--- config.mk ---
export PLATFORM = sky130hd
export DESIGN_NAME = gtxe2_chnl_tx_oob_multi_flat
export DESIGN_NICKNAME = d
export VERILOG_FILES = /design/src/rtl/gtxe2_chnl_tx_oob_multi_pkg.sv /design/src/rtl/gtxe2_chnl_tx_oob_multi_if.sv /design/src/rtl/gtxe2_chnl_tx_oob_multi_lane.sv /design/src/rtl/gtxe2_chnl_tx_oob_multi.sv /design/src/flat_wrapper.sv
export SDC_FILE = /design/constraint.sdc
export NUM_CORES = 1
export LEC_CHECK = 0
export ABC_CLOCK_PERIOD_IN_PS = 4690
export CAP_MARGIN = 15
export CELL_PAD_IN_SITES_DETAIL_PLACEMENT = 1
export CELL_PAD_IN_SITES_GLOBAL_PLACEMENT = 2
export CORE_MARGIN = 2
export CORE_UTILIZATION = 38
export CTS_CLUSTER_SIZE = 20
export DETAILED_ROUTE_END_ITERATION = 16
export PLACE_DENSITY_LB_ADDON = 0.1
export SYNTH_ARGS = -nofsm -noshare
export SYNTH_HDL_FRONTEND = slang
export SYNTH_SLANG_ARGS = --single-unit
--- constraint.sdc ---
create_clock -name TXUSRCLK2 -period 4.69 [get_ports TXUSRCLK2]
set_input_delay 0.469 -clock TXUSRCLK2 [delete_from_list [all_inputs] [get_ports TXUSRCLK2]]
set_output_delay 0.469 -clock TXUSRCLK2 [all_outputs]
set_load 0.02 [all_outputs]
--- src/rtl/gtxe2_chnl_tx_oob_multi_pkg.sv ---
// Shared definitions for the multi-lane TX OOB sequencer.
// Holds the per-lane FSM state encoding, the latched sequence type codes and
// a small helper used to size the per-lane cycle counter.
package gtxe2_chnl_tx_oob_multi_pkg;

  typedef enum logic [2:0] {
    OobIdle  = 3'd0,
    OobBurst = 3'd1,
    OobGap   = 3'd2,
    OobDone  = 3'd3,
    OobAbort = 3'd4
  } oob_state_e;

  typedef enum logic [1:0] {
    OobTInit = 2'd0,
    OobTWake = 2'd1,
    OobTSas  = 2'd2
  } oob_type_e;

  function automatic int unsigned max4(int unsigned a, int unsigned b, int unsigned c,
                                       int unsigned d);
    int unsigned m;
    m = a;
    if (b > m) m = b;
    if (c > m) m = c;
    if (d > m) m = d;
    return m;
  endfunction

endpackage

--- src/rtl/gtxe2_chnl_tx_oob_multi_if.sv ---
// Request/status bundle between the user TXCOM* logic and the OOB sequencer.
//   master : drives TXCOMINIT/TXCOMWAKE/TXCOMSAS/TXELECIDLE, reads status
//   slave  : the sequencer; reads requests, drives tx_burst/TXCOMFINISH/oob_busy/oob_abort
interface gtxe2_chnl_tx_oob_multi_if #(
  parameter int unsigned NUM_LANES = 4
);
  logic [NUM_LANES-1:0] TXCOMINIT;
  logic [NUM_LANES-1:0] TXCOMWAKE;
  logic [NUM_LANES-1:0] TXCOMSAS;
  logic [NUM_LANES-1:0] TXELECIDLE;
  logic [NUM_LANES-1:0] tx_burst;
  logic [NUM_LANES-1:0] TXCOMFINISH;
  logic [NUM_LANES-1:0] oob_busy;
  logic [NUM_LANES-1:0] oob_abort;

  modport master (
    output TXCOMINIT, TXCOMWAKE, TXCOMSAS, TXELECIDLE,
    input  tx_burst, TXCOMFINISH, oob_busy, oob_abort
  );

  modport slave (
    input  TXCOMINIT, TXCOMWAKE, TXCOMSAS, TXELECIDLE,
    output tx_burst, TXCOMFINISH, oob_busy, oob_abort
  );
endinterface

--- src/rtl/gtxe2_chnl_tx_oob_multi_lane.sv ---
// Single-lane OOB burst sequencer: IDLE -> BURST -> GAP -> (BURST | DONE) -> IDLE,
// with ABORT when electrical idle drops mid-sequence.
// Ports:
//   clk_i, rst_i          clock, synchronous active-high reset
//   req_init_i/_wake_i/_sas_i  sequence requests (level-sampled in IDLE)
//   start_ok_i            electrical-idle qualifier used to accept a request
//   elec_idle_i           this lane's electrical idle; low in BURST/GAP aborts
//   tx_burst_o            burst gate, registered
//   finish_o, abort_o     one-cycle completion / abort pulses, registered
//   busy_o                high whenever the lane is not IDLE, registered
module gtxe2_chnl_tx_oob_multi_lane
  import gtxe2_chnl_tx_oob_multi_pkg::*;
#(
  parameter logic [3:0]  SATA_BURST_SEQ_LEN = 4'd6,
  parameter int unsigned BURST_CYCLES       = 4,
  parameter int unsigned INIT_IDLE_CYCLES   = 12,
  parameter int unsigned WAKE_IDLE_CYCLES   = 4,
  parameter int unsigned SAS_IDLE_CYCLES    = 36
) (
  input  logic clk_i,
  input  logic rst_i,
  input  logic req_init_i,
  input  logic req_wake_i,
  input  logic req_sas_i,
  input  logic start_ok_i,
  input  logic elec_idle_i,
  output logic tx_burst_o,
  output logic finish_o,
  output logic busy_o,
  output logic abort_o
);

  localparam int unsigned CW = $clog2(max4(BURST_CYCLES, INIT_IDLE_CYCLES, WAKE_IDLE_CYCLES,
                                           SAS_IDLE_CYCLES) + 1);
  localparam logic [3:0]  SeqEff = (SATA_BURST_SEQ_LEN == 4'd0) ? 4'd1 : SATA_BURST_SEQ_LEN;

  oob_state_e    state_q, state_d;
  oob_type_e     type_q, type_d;
  logic [CW-1:0] cnt_q, cnt_d;
  logic [3:0]    bursts_q, bursts_d;  // bursts still to emit, including the current one

  function automatic logic [CW-1:0] gap_len(oob_type_e t);
    case (t)
      OobTWake: return CW'(WAKE_IDLE_CYCLES);
      OobTSas:  return CW'(SAS_IDLE_CYCLES);
      default:  return CW'(INIT_IDLE_CYCLES);
    endcase
  endfunction

  always_comb begin
    state_d  = state_q;
    type_d   = type_q;
    cnt_d    = cnt_q;
    bursts_d = bursts_q;
    unique case (state_q)
      OobIdle: begin
        if (start_ok_i && (req_init_i || req_wake_i || req_sas_i)) begin
          type_d   = req_init_i ? OobTInit : (req_wake_i ? OobTWake : OobTSas);
          state_d  = OobBurst;
          cnt_d    = CW'(BURST_CYCLES);
          bursts_d = SeqEff;
        end
      end
      OobBurst: begin
        if (!elec_idle_i) begin
          state_d = OobAbort;
        end else if (cnt_q == CW'(1)) begin
          state_d = OobGap;
          cnt_d   = gap_len(type_q);
        end else begin
          cnt_d = cnt_q - CW'(1);
        end
      end
      OobGap: begin
        if (!elec_idle_i) begin
          state_d = OobAbort;
        end else if (cnt_q == CW'(1)) begin
          if (bursts_q == 4'd1) begin
            state_d = OobDone;
          end else begin
            state_d  = OobBurst;
            cnt_d    = CW'(BURST_CYCLES);
            bursts_d = bursts_q - 4'd1;
          end
        end else begin
          cnt_d = cnt_q - CW'(1);
        end
      end
      OobDone, OobAbort: state_d = OobIdle;
      default:           state_d = OobIdle;
    endcase
  end

  // Outputs are decoded from the next state so they are registered alongside it.
  always_ff @(posedge clk_i) begin
    if (rst_i) begin
      state_q    <= OobIdle;
      type_q     <= OobTInit;
      cnt_q      <= '0;
      bursts_q   <= '0;
      tx_burst_o <= 1'b0;
      finish_o   <= 1'b0;
      busy_o     <= 1'b0;
      abort_o    <= 1'b0;
    end else begin
      state_q    <= state_d;
      type_q     <= type_d;
      cnt_q      <= cnt_d;
      bursts_q   <= bursts_d;
      tx_burst_o <= (state_d == OobBurst);
      finish_o   <= (state_d == OobDone);
      busy_o     <= (state_d != OobIdle);
      abort_o    <= (state_d == OobAbort);
    end
  end

endmodule

--- src/rtl/gtxe2_chnl_tx_oob_multi.sv ---
// Multi-lane SATA/SAS OOB burst sequencer for the GTXE2 channel model.
// One independent sequencer per lane; with GANGED set, lane 0's requests and
// electrical-idle qualifier start every lane, while each lane keeps its own abort.
// Ports:
//   TXUSRCLK2  sole clock (rising edge)
//   reset      synchronous, active-high
//   bus        slave side of the request/status interface (NUM_LANES wide)
module gtxe2_chnl_tx_oob_multi
  import gtxe2_chnl_tx_oob_multi_pkg::*;
#(
  parameter int unsigned NUM_LANES          = 4,
  parameter logic [3:0]  SATA_BURST_SEQ_LEN = 4'd6,
  parameter int unsigned BURST_CYCLES       = 4,
  parameter int unsigned INIT_IDLE_CYCLES   = 12,
  parameter int unsigned WAKE_IDLE_CYCLES   = 4,
  parameter int unsigned SAS_IDLE_CYCLES    = 36,
  parameter bit          GANGED             = 1'b0
) (
  input logic                           TXUSRCLK2,
  input logic                           reset,
  gtxe2_chnl_tx_oob_multi_if.slave      bus
);

  logic [NUM_LANES-1:0] burst_w, finish_w, busy_w, abort_w;

  for (genvar i = 0; i < NUM_LANES; i++) begin : g_lane
    localparam int Src = GANGED ? 0 : i;

    gtxe2_chnl_tx_oob_multi_lane #(
      .SATA_BURST_SEQ_LEN (SATA_BURST_SEQ_LEN),
      .BURST_CYCLES       (BURST_CYCLES),
      .INIT_IDLE_CYCLES   (INIT_IDLE_CYCLES),
      .WAKE_IDLE_CYCLES   (WAKE_IDLE_CYCLES),
      .SAS_IDLE_CYCLES    (SAS_IDLE_CYCLES)
    ) u_lane (
      .clk_i       (TXUSRCLK2),
      .rst_i       (reset),
      .req_init_i  (bus.TXCOMINIT[Src]),
      .req_wake_i  (bus.TXCOMWAKE[Src]),
      .req_sas_i   (bus.TXCOMSAS[Src]),
      .start_ok_i  (bus.TXELECIDLE[Src]),
      .elec_idle_i (bus.TXELECIDLE[i]),
      .tx_burst_o  (burst_w[i]),
      .finish_o    (finish_w[i]),
      .busy_o      (busy_w[i]),
      .abort_o     (abort_w[i])
    );
  end

  assign bus.tx_burst    = burst_w;
  assign bus.TXCOMFINISH = finish_w;
  assign bus.oob_busy    = busy_w;
  assign bus.oob_abort   = abort_w;

endmodule

--- src/flat_wrapper.sv ---
// flat-port wrapper written by rule: the top's interface ports become plain ports
module gtxe2_chnl_tx_oob_multi_flat import gtxe2_chnl_tx_oob_multi_pkg::*;
#(
  parameter int unsigned NUM_LANES          = 4,
  parameter logic [3:0]  SATA_BURST_SEQ_LEN = 4'd6,
  parameter int unsigned BURST_CYCLES       = 4,
  parameter int unsigned INIT_IDLE_CYCLES   = 12,
  parameter int unsigned WAKE_IDLE_CYCLES   = 4,
  parameter int unsigned SAS_IDLE_CYCLES    = 36,
  parameter bit          GANGED             = 1'b0
)
  (TXUSRCLK2, reset, bus_TXCOMINIT, bus_TXCOMWAKE, bus_TXCOMSAS, bus_TXELECIDLE, bus_tx_burst, bus_TXCOMFINISH, bus_oob_busy, bus_oob_abort);
  gtxe2_chnl_tx_oob_multi_if #(.NUM_LANES(NUM_LANES)) bus_i ();
  input logic TXUSRCLK2;
  input logic reset;
  input wire logic [$bits(bus_i.TXCOMINIT)-1:0] bus_TXCOMINIT;
  input wire logic [$bits(bus_i.TXCOMWAKE)-1:0] bus_TXCOMWAKE;
  input wire logic [$bits(bus_i.TXCOMSAS)-1:0] bus_TXCOMSAS;
  input wire logic [$bits(bus_i.TXELECIDLE)-1:0] bus_TXELECIDLE;
  output wire logic [$bits(bus_i.tx_burst)-1:0] bus_tx_burst;
  output wire logic [$bits(bus_i.TXCOMFINISH)-1:0] bus_TXCOMFINISH;
  output wire logic [$bits(bus_i.oob_busy)-1:0] bus_oob_busy;
  output wire logic [$bits(bus_i.oob_abort)-1:0] bus_oob_abort;
  assign bus_i.TXCOMINIT = bus_TXCOMINIT;
  assign bus_i.TXCOMWAKE = bus_TXCOMWAKE;
  assign bus_i.TXCOMSAS = bus_TXCOMSAS;
  assign bus_i.TXELECIDLE = bus_TXELECIDLE;
  assign bus_tx_burst = bus_i.tx_burst;
  assign bus_TXCOMFINISH = bus_i.TXCOMFINISH;
  assign bus_oob_busy = bus_i.oob_busy;
  assign bus_oob_abort = bus_i.oob_abort;
  gtxe2_chnl_tx_oob_multi #(.NUM_LANES(NUM_LANES), .SATA_BURST_SEQ_LEN(SATA_BURST_SEQ_LEN), .BURST_CYCLES(BURST_CYCLES), .INIT_IDLE_CYCLES(INIT_IDLE_CYCLES), .WAKE_IDLE_CYCLES(WAKE_IDLE_CYCLES), .SAS_IDLE_CYCLES(SAS_IDLE_CYCLES), .GANGED(GANGED)) u_core (.TXUSRCLK2(TXUSRCLK2), .reset(reset), .bus(bus_i));
endmodule
[Yosys cells after proc, flatten, opt, wreduce, memory -nomap -nowiden]
Cells that the tools add are included.
Word-level totals
  register bits after elaboration: 76
  input port bits: 18
  output and inout port bits: 16
Operators by class
  $add $sub $neg: 8
  equality and inequality tests: 60
  multiplexer cells: 88
  reduce and logical (&&, ||, !) cells: 40
Operator list (number)
  6-bit two-way mux: 24
  6-bit case mux with 3 select lines: 4
  4-bit two-way mux: 16
  3-bit two-way mux: 20
  6-bit case mux with 2 select lines: 4
  2-bit != test, second input constant: 20
  5-bit AND reduction: 8
  3-bit case mux with 3 select lines: 4
  4-bit case mux with 2 select lines: 4
  3-bit by 1-bit equality test with 1-bit output, second input constant: 8
  3-bit by 2-bit equality test with 1-bit output, second input constant: 8
  6-bit by 1-bit equality test with 1-bit output, second input constant: 4
  2-bit two-way mux: 12
  3-bit nonzero test: 8
  6-bit by 1-bit subtractor with 6-bit output, second input constant: 4
  4-bit by 1-bit equality test with 1-bit output, second input constant: 4
  4-bit by 1-bit subtractor with 4-bit output, second input constant: 4
  3-bit equality test, second input constant: 4
  3-bit logical NOT: 4
  3-bit != test, second input constant: 4
  2-bit by 1-bit equality test with 1-bit output, second input constant: 4
  2-bit equality test, second input constant: 4
  1-bit logical OR: 8
  2-bit AND reduction: 4
  2 further kinds: 8

[Depth between registers and ports, before layout]
Gate-level depths: netlist (run 1).
  depth in word-level cells: 6
  depth in mapped cells: 8
  gate-level depth less buffers: 7

[Cells and area by module]
Synthesis (run 1) repeated with hierarchy kept, for this count alone.
Second synthesis, totals
  cell total of the unflattened synthesis: 514
  area total of the unflattened synthesis: 4406.7 um2
Modules (own cells, without submodules)
  gtxe2_chnl_tx_oob_multi_lane at u_core.g_lane[1].u_lane ...: instances 2, cells each 124, area each 1084.8 um2, sequential area each 380.4 um2
  gtxe2_chnl_tx_oob_multi_lane at u_core.g_lane[3].u_lane: instances 1, cells each 134, area each 1139.8 um2, sequential area each 380.4 um2
  gtxe2_chnl_tx_oob_multi_lane at u_core.g_lane[0].u_lane: instances 1, cells each 132, area each 1097.3 um2, sequential area each 380.4 um2

[Worst setup path before layout (run 1)]
No wires, ideal clock.
  kind: reg2reg
  from: reg u_core.g_lane[2].u_lane.bursts_q[0]
  to: reg u_core.g_lane[2].u_lane.cnt_q[2]
  library setup time: 0.064 ns
  arrival: 1.861 ns
  data required time: 4.626 ns
  path slack: 2.765 ns
  cell stages (with the launch flop): 8
  buffers on the path: 1
  clock period less this slack: 1.925 ns
  path through: dfxtp_1 > ha_1 > or3b_4 > or3b_1 > o211a_1 > buf_6 > a41o_1 > nor2_1
Between the ends
  longest elaborated chain between the ends: 3
Ends and longest elaborated chain
  from (decl): line gtxe2_chnl_tx_oob_multi_lane.sv:40  | logic [3:0] bursts_q, bursts_d;
  from (signal assigned): line gtxe2_chnl_tx_oob_multi_lane.sv:109  | bursts_q <= bursts_d;
  4-bit by 1-bit equality test with 1-bit output: line gtxe2_chnl_tx_oob_multi_lane.sv:78  | if (bursts_q == 4'd1) begin
  3-bit != test (no line)
  5-bit AND reduction (no line)
  to (signal assigned): line gtxe2_chnl_tx_oob_multi_lane.sv:108  | cnt_q <= cnt_d;
  to (decl): line gtxe2_chnl_tx_oob_multi_lane.sv:39  | logic [CW-1:0] cnt_q, cnt_d;
No other way between the ends.
A chain may end at the register's enable or synchronous reset.

[Worst setup path in the final report (run 1)]
  from: in bus_TXELECIDLE[3]
  to: reg u_core.g_lane[3].u_lane.cnt_q[2]
Between the ends
  longest elaborated chain between the ends: 3
Ends and longest elaborated chain
  from (decl): line flat_wrapper.sv:19  | input wire logic [$bits(bus_i.TXELECIDLE)-1:0] bus_TXELECIDLE;
  1-bit logical AND: line gtxe2_chnl_tx_oob_multi_lane.sv:57  | if (start_ok_i && (req_init_i || req_wake_i || req_sas_i)) begin
  2-bit != test (no line)
  5-bit AND reduction (no line) *
  to (signal assigned): line gtxe2_chnl_tx_oob_multi_lane.sv:108
  to (decl): line gtxe2_chnl_tx_oob_multi_lane.sv:39
Every way passes the cells marked *; elsewhere a longest branch is shown, timed or not.

==> impl_results.md, run 1 <==
- Clk Latency, worst-skew pair: 0.36 ns
- Number of global-route vias before repair: 3615
- Detail Route met3 WL: 230 um
- H-tree depth: 3
- Non-filler cells, final: 663
- Avg Inst Size Synth: 8.30 um2
- DIE AREA: 11800 um2
- Number of nets in the synthesized netlist: 541
- Clock slew at the register clock pins of the worst setup and hold paths: 0.07 ns
- Die W: 109 um
- Length of routed met2 wiring: 4.37 mm
- Clock buffer count from CTS: 9
- Worst setup SP type: input pin
- Top sig layer: met4
- R2R setup slack: 2.58 ns
- Count of cell types in the netlist: 66
- Crit-path max FO: 9
- Pwr dens: 315 nW/um2
- Total I/O pin count: 34
- Count of final setup violators: 0
- Hold/Removal Path Class: reg -> reg
- Worst-Margin Slew: 1.00 ns
- Worst endpoint data arrival time: 2.47 ns
- Synthesized instance count: 503
- Length of routed wiring on met1: 4.77 mm
- Placed instance count: 647
- Fraction of final layout cells with drive strength greater than 1: 0.0554
- Number of antenna violations at the first check in global routing: 0
- Syn. warnings: 0
- Cell Area, Synth: 4180 um2
- TritonCTS Sinks: 76
- Relative slew slack: 0.325
- Initial detailed-routing violation count: 82
- Synth Flop Type: sky130_fd_sc_hd__dfxtp_1
- Global-route usage over all layers: 0.177
- N_diodes: 0
- Gr ovfl total: 0
- Number of antenna-violating nets in the routed design: 0
- Worst slack on hold paths: 0.463 ns
- Clock tree from TritonCTS: built
- Leakage power total: 1.75 nW
- Placement row count: 38
- Shortest period the worst path allows: 2.20 ns
- Maximum number of pins on one net before global-route repair: 46
- Skew final: 0.00633 ns
- Detailed Routing Iterations Pass 1: 4
- FF+latch count, synth: 76
- Number of instances resized during post-cts repair: 0
- Routed WL: 9.55 mm
- Master cell of the clock root buffer: sky130_fd_sc_hd__clkbuf_8
- Max-cap check violation count: 0
- Share of async-settable or async-resettable flops after synthesis: 0
- Total of buffers placed on input and output ports: 33
- Post-route fraction of the period consumed by the critical path: 0.470
- EDFF count, synth: 0
- Largest vdd supply drop: 0.119 mV
- Highest-count cells in the layout ignoring fill and taps: sky130_fd_sc_hd__dfxtp_1, sky130_fd_sc_hd__nor2_1, sky130_fd_sc_hd__nor3_1, sky130_fd_sc_hd__inv_1, sky130_fd_sc_hd__a21oi_1
- Area delta synth->final: 12.2%
- Maximum number of buffers from clock root to sink: 2
- Count of hold buffers inserted by post-cts repair: 0
- Result of the run: finished, final reports clean
- Required time at the worst-slack endpoint: 4.95 ns
- Upper clock frequency limit: 454 MHz
- Unrepaired setup endpoints after global routing: false
- Count of vias placed by the detailed router: 3503
- Hold violation count in the final report: 0
- Initial Utilization: 0.387
- Total Neg Setup Slack: 0 ns
- Global-route wire length before repair: 16.8 mm
- Max-slew violation count: 0
- Post-detailed-route wirelength per cell: 14.4 um
- DRC violation count after routing: 0
- Via density per instance: 5.28
- Nets: 556
- Routability congestion estimate from global placement: 0.801
- Die outline height: 109 um
- HPWL reported at the end of detailed placement: 7.00 mm
- Post CTS Setup Buffer Count: 0
- Most frequent standard cell in the layout excluding fill and tap cells: sky130_fd_sc_hd__dfxtp_1
- Kind of critical path: in -> reg
- Worst Setup End Kind: flip-flop
- Area of the placeable core: 10800 um2
- Share of synthesized area occupied by flip-flops and latches: 0.364
==> flip-flops by register name (all words and copies together), names as in the netlist <==
signal and count:
u_core.g_lane.u_lane.cnt_q 24, u_core.g_lane.u_lane.bursts_q 16, u_core.g_lane.u_lane.state_q 12, u_core.g_lane.u_lane.type_q 8, u_core.g_lane.u_lane.abort_o 4, u_core.g_lane.u_lane.busy_o 4, u_core.g_lane.u_lane.finish_o 4, u_core.g_lane.u_lane.tx_burst_o 4
==> report_power, final <==
part           switching, W  internal, W
clock network      0.000241     0.000236
registers         0.0000397     0.000685
logic              0.000151     0.000124
==> kinds of logic after synthesis <==
group,synth area share
AND/OR/NAND/NOR,0.273
AO/OA/AOI/OAI,0.170
flip-flops,0.364
buffers and inverters,0.0800
adder cells (fa/ha/maj),0.0599
XOR/XNOR,0.0336
multiplexers,0.0192
==> cells in the mapped netlist, drive strengths merged, types with 7 or more instances <==
master | instances | share of area
o21ai | 14 | 0.017
inv | 39 | 0.035
nor3 | 41 | 0.050
xnor2 | 10 | 0.021
a21oi | 33 | 0.040
a211oi | 7 | 0.013
nand3 | 9 | 0.011
dfxtp | 76 | 0.36
nand2 | 27 | 0.024
nor3b | 8 | 0.014
mux2i | 8 | 0.019
clkbuf | 11 | 0.0099
ha | 20 | 0.060
or3 | 14 | 0.022
nand2b | 15 | 0.022
nor2b | 12 | 0.018
nor2 | 49 | 0.044
buf | 20 | 0.035
==> layer usage <==
| metal | vias to the layer above | GRT usage |
|---|---|---|
| met4 | 0 | 0.0733 |
| li1 | 1798 | - |
| met3 | 13 | 0.0299 |
| met5 | - | 0 |
| met2 | 32 | 0.293 |
| met1 | 1660 | 0.229 |
==> stage by stage <==
stage          worst slack (ns)  utilization  total power, W  cell area (um2)
5_1_grt                    2.23        0.434         0.00157             4680
6_report                   2.49        0.434         0.00148             4680
2_1_floorplan              2.76            -        0.000942             4180
3_5_place_dp               2.10        0.417         0.00102             4500
3_3_place_gp               2.16        0.417         0.00101             4500
4_1_cts                    2.49        0.434         0.00151             4680
==> cell type report <==
cell class | instances | area, um2
fill | 1299 | 6110
multi-input combinational | 357 | 2320
sequential | 76 | 1520
timing repair buffer | 35 | 340
clock buffer | 15 | 176
tap | 140 | 175
inverter | 39 | 146
clock inverter | 1 | 5.00
==> critical path: stages <==
cell and delay (ns):
sky130_fd_sc_hd__clkdlybuf4s50_1 0.57, sky130_fd_sc_hd__nor2b_1 0.27, sky130_fd_sc_hd__nand3_1 0.22, sky130_fd_sc_hd__a22oi_2 0.49, sky130_fd_sc_hd__o31ai_1 0.15, sky130_fd_sc_hd__a221oi_1 0.29
==> worst paths after layout <==
check        depth (start not counted)                                start                                end
min reg2reg                          2    u_core.g_lane[2].u_lane.type_q[0]  u_core.g_lane[2].u_lane.type_q[0]
min                                  2    u_core.g_lane[2].u_lane.type_q[0]  u_core.g_lane[2].u_lane.type_q[0]
max                                  6                    bus_TXELECIDLE[3]   u_core.g_lane[3].u_lane.cnt_q[2]
max reg2reg                          6  u_core.g_lane[2].u_lane.bursts_q[0]   u_core.g_lane[2].u_lane.cnt_q[2]
(Power assumes the default switching activity.)
==> run 2, diff against run 1 <==
- ABC_CLOCK_PERIOD_IN_PS: 4690 -> 1900
- CORE_UTILIZATION: 38 -> 32
- clock period: 4.69 -> 1.9 ns (I/O delays scaled with it)
==> impl_results.md, run 2 (synthesized netlist as in run 1, its figures left out) <==
- Result of the run: complete, but fails checks (was finished, final reports clean)
- Failing checks: setup timing
- Max-slew violation count: 0 (unchanged)
- HPWL reported at the end of detailed placement: 8.02 mm (was 7.00 mm)
- Placed instance count: 740 (was 647)
- DIE AREA: 14000 um2 (was 11800 um2)
- R2R setup slack: -0.07 ns (was 2.58 ns)
- Post-detailed-route wirelength per cell: 14.2 um (was 14.4 um)
- DRC violation count after routing: 0 (unchanged)
- Shortest period the worst path allows: 1.97 ns
- Fraction of final layout cells with drive strength greater than 1: 0.206 (was 0.0554)
- Number of antenna-violating nets in the routed design: 0 (unchanged)
- Non-filler cells, final: 763 (was 663)
- Worst endpoint data arrival time: 2.20 ns (was 2.47 ns)
- Initial detailed-routing violation count: 88 (was 82)
- Crit-path max FO: 8 (was 9)
- Total of buffers placed on input and output ports: 33 (unchanged)
- Area delta synth->final: 31.3% (was 12.2%)
- CP delay by family, top: simple AND/OR/NAND/NOR gates (was compound AO/OA/AOI/OAI gates)
- Die outline height: 118 um (was 109 um)
- Via density per instance: 5.04 (was 5.28)
- Filler instances: 1543 (was 1299)
- Nets: 625 (was 556)
- Standard cell with the maximum stage delay on the critical path: sky130_fd_sc_hd__or3b_1 (was sky130_fd_sc_hd__clkdlybuf4s50_1)
- Initial Utilization: 0.330 (was 0.387)
- Worst setup SP type: flip-flop (was input pin)
- Count of final setup violators: 4 (was 0)
- Worst Setup End Kind: flip-flop (unchanged)
- Detailed Routing Iterations Pass 1: 4 (unchanged)
- TritonCTS Sinks: 76 (unchanged)
- Clock slew at the register clock pins of the worst setup and hold paths: 0.06 ns (was 0.07 ns)
- Post-route fraction of the period consumed by the critical path: 1.04
- Die W: 118 um (was 109 um)
- Fraction of power consumed by the clock network: 0.392 (was 0.323)
- Leakage power total: 2.15 nW (was 1.75 nW)
- Switching power of the nets: 0.00121 W (was 0.000432 W)
- Relative slew slack: 0.720 (was 0.325)
- Most frequent standard cell in the layout excluding fill and tap cells: sky130_fd_sc_hd__dfxtp_1 (unchanged)
- Buf+Inv Stages, Crit Path: 2 (was 1)
- Global-route usage over all layers: 0.159 (was 0.177)
- Kind of critical path: reg -> reg (was in -> reg)
- Maximum number of buffers from clock root to sink: 2 (unchanged)
- Clock tree from TritonCTS: built (unchanged)
- Placement row count: 41 (was 38)
- Routed WL: 10.8 mm (was 9.55 mm)
- Part of the total power dissipated in combinational logic: 0.201 (was 0.187)
- Total cell area at the placement stage: 5010 um2 (was 4500 um2)
- Power, Total: 0.00438 W (was 0.00148 W)
- Area of the placeable core: 12700 um2 (was 10800 um2)
- Largest register by flop count: u_core.g_lane.u_lane.cnt_q (unchanged)
- Largest vdd supply drop: 0.401 mV (was 0.119 mV)
- Finished layout cell area: 5480 um2 (was 4680 um2)
- Largest register FFs: 24 (unchanged)
- N_diodes: 0 (unchanged)
- Number of antenna violations at the first check in global routing: 0 (unchanged)
- Routability congestion estimate from global placement: 0.790 (was 0.801)
- Worst-Margin Slew: 0.417 ns (was 1.00 ns)
- Cells along the critical path: inv_2 -> ha_4 -> or3b_4 -> or3b_1 -> o211a_4 -> buf_6 -> mux2i_1 -> nor2_1 (was clkdlybuf4s50_1 -> nor2b_1 -> nand3_1 -> a22oi_2 -> o31ai_1 -> a221oi_1)
- Largest registers: u_core.g_lane.u_lane.cnt_q: 24 flops, u_core.g_lane.u_lane.bursts_q: 16 flops, u_core.g_lane.u_lane.state_q: 12 flops (unchanged)
- Upper clock frequency limit: 507 MHz
- CP max stage delay: 0.39 ns (was 0.57 ns)
- Maximum number of pins on one net before global-route repair: 36 (was 46)
- Unrepaired setup endpoints after global routing: true (was false)
- Post-route setup slack: -0.0713 ns (was 2.49 ns)
- Total I/O pin count: 34 (unchanged)
- Gr ovfl total: 0 (unchanged)
- Global-route wire length before repair: 18.4 mm (was 16.8 mm)
- Skew final: 0.00427 ns (was 0.00633 ns)
- Pwr dens: 800 nW/um2 (was 315 nW/um2)
- Sequential fraction of design power: 0.407 (was 0.491)
- Max-cap check violation count: 0 (unchanged)
- Hold violation count in the final report: 0 (unchanged)
- Register area: 1530 um2 (was 1520 um2)
- Switching fraction of total power: 0.275 (was 0.292)
- Count of vias placed by the detailed router: 3846 (was 3503)
- H-tree depth: 3 (unchanged)
- Number of global-route vias before repair: 3907 (was 3615)
- Required time at the worst-slack endpoint: 2.13 ns (was 4.95 ns)
- Clk Latency, worst-skew pair: 0.34 ns (was 0.36 ns)
- Area occupied by multi-input gates: 2420 um2 (was 2320 um2)
- Internal cell power: 0.00318 W (was 0.00104 W)
- Hold/Removal Path Class: in -> reg (was reg -> reg)
- Master cell of the clock root buffer: sky130_fd_sc_hd__clkbuf_16 (was sky130_fd_sc_hd__clkbuf_8)
- Clock buffer count from CTS: 9 (unchanged)
- Highest-count cells in the layout ignoring fill and taps: sky130_fd_sc_hd__dfxtp_1, sky130_fd_sc_hd__buf_4, sky130_fd_sc_hd__nor2_1, sky130_fd_sc_hd__nor3_1, sky130_fd_sc_hd__inv_1 (was sky130_fd_sc_hd__dfxtp_1, sky130_fd_sc_hd__nor2_1, sky130_fd_sc_hd__nor3_1, sky130_fd_sc_hd__inv_1, sky130_fd_sc_hd__a21oi_1)
-- run 2: changes by cell type in the layout (fill, tap and decap cells not counted), sizes merged --
cell,previous run,this run
buf,3,72
clkinv,1,3
clkinvlp,0,1
clkbuf,15,10
bufinv,0,1
-- run 2: worst register-to-register path, cell delays in order, from the launching register on --
cell	delay (ns)
sky130_fd_sc_hd__dfxtp_2	0.32
sky130_fd_sc_hd__inv_2	0.07
sky130_fd_sc_hd__ha_4	0.11
sky130_fd_sc_hd__or3b_4	0.37
sky130_fd_sc_hd__or3b_1	0.39
sky130_fd_sc_hd__o211a_4	0.29
sky130_fd_sc_hd__buf_6	0.13
sky130_fd_sc_hd__mux2i_1	0.13
sky130_fd_sc_hd__nor2_1	0.06
-- run 2: final cells by class --
cell class              count  area share
well taps                 172      0.0393
flip-flops and latches     76       0.279
clock inverters             5     0.00958
multi-input cells         357       0.441
repair buffers            104       0.161
inverters                  39      0.0267
clock buffers              10      0.0436
-- run 2: worst paths after layout --
path                                            start                           endpoint  cells past startpoint
setup / recovery  u_core.g_lane[2].u_lane.bursts_q[1]   u_core.g_lane[2].u_lane.cnt_q[1]                      8
hold / removal                                  reset  u_core.g_lane[0].u_lane.type_q[0]                      2
setup reg to reg  u_core.g_lane[2].u_lane.bursts_q[1]   u_core.g_lane[2].u_lane.cnt_q[1]                      8
hold reg to reg     u_core.g_lane[2].u_lane.type_q[0]  u_core.g_lane[2].u_lane.type_q[0]                      2
-- run 2: metal layers --
metal / wire length, um / part of all wire / global-route usage
met1: 4980 / 0.46 / 0.189
met4: 167 / 0.015 / 0.0602
met2: 5470 / 0.50 / 0.278
met5: 0 / 0 / 0
met3: 230 / 0.021 / 0.0362
-- run 2: power groups by stage --
stage / combinational [W] / clock (W) / sequential, W
floorplan: 0.000530 / 0 / 0.00180
global placement: 0.000826 / 0 / 0.00181
detailed placement: 0.000845 / 0 / 0.00181
CTS: 0.000866 / 0.00180 / 0.00178
global route: 0.000989 / 0.00185 / 0.00180
finish: 0.000883 / 0.00172 / 0.00178
-- run 2: what timing repair did --
action / 4_1_cts / 5_1_grt
setup endpoints to repair: 12 / 23
setup buffers: 4 / 4
hold buffers: 0 / 0
endpoints found under the hold margin: 0 / 0
resized for setup: 7 / 22
pin swaps: 6 / 11
-- run 2: through the flow --
stage	utilization	setup WS, ns	TNS, ns	hold slack, ns
floorplan	-	0.00166	0	0.269
global placement	0.396	-0.115	-0.486	0.441
detailed placement	0.396	-0.145	-1.11	0.454
CTS	0.423	-0.0736	-0.205	0.194
global route	0.433	-0.138	-0.622	0.241
finish	0.433	-0.0713	-0.242	0.203
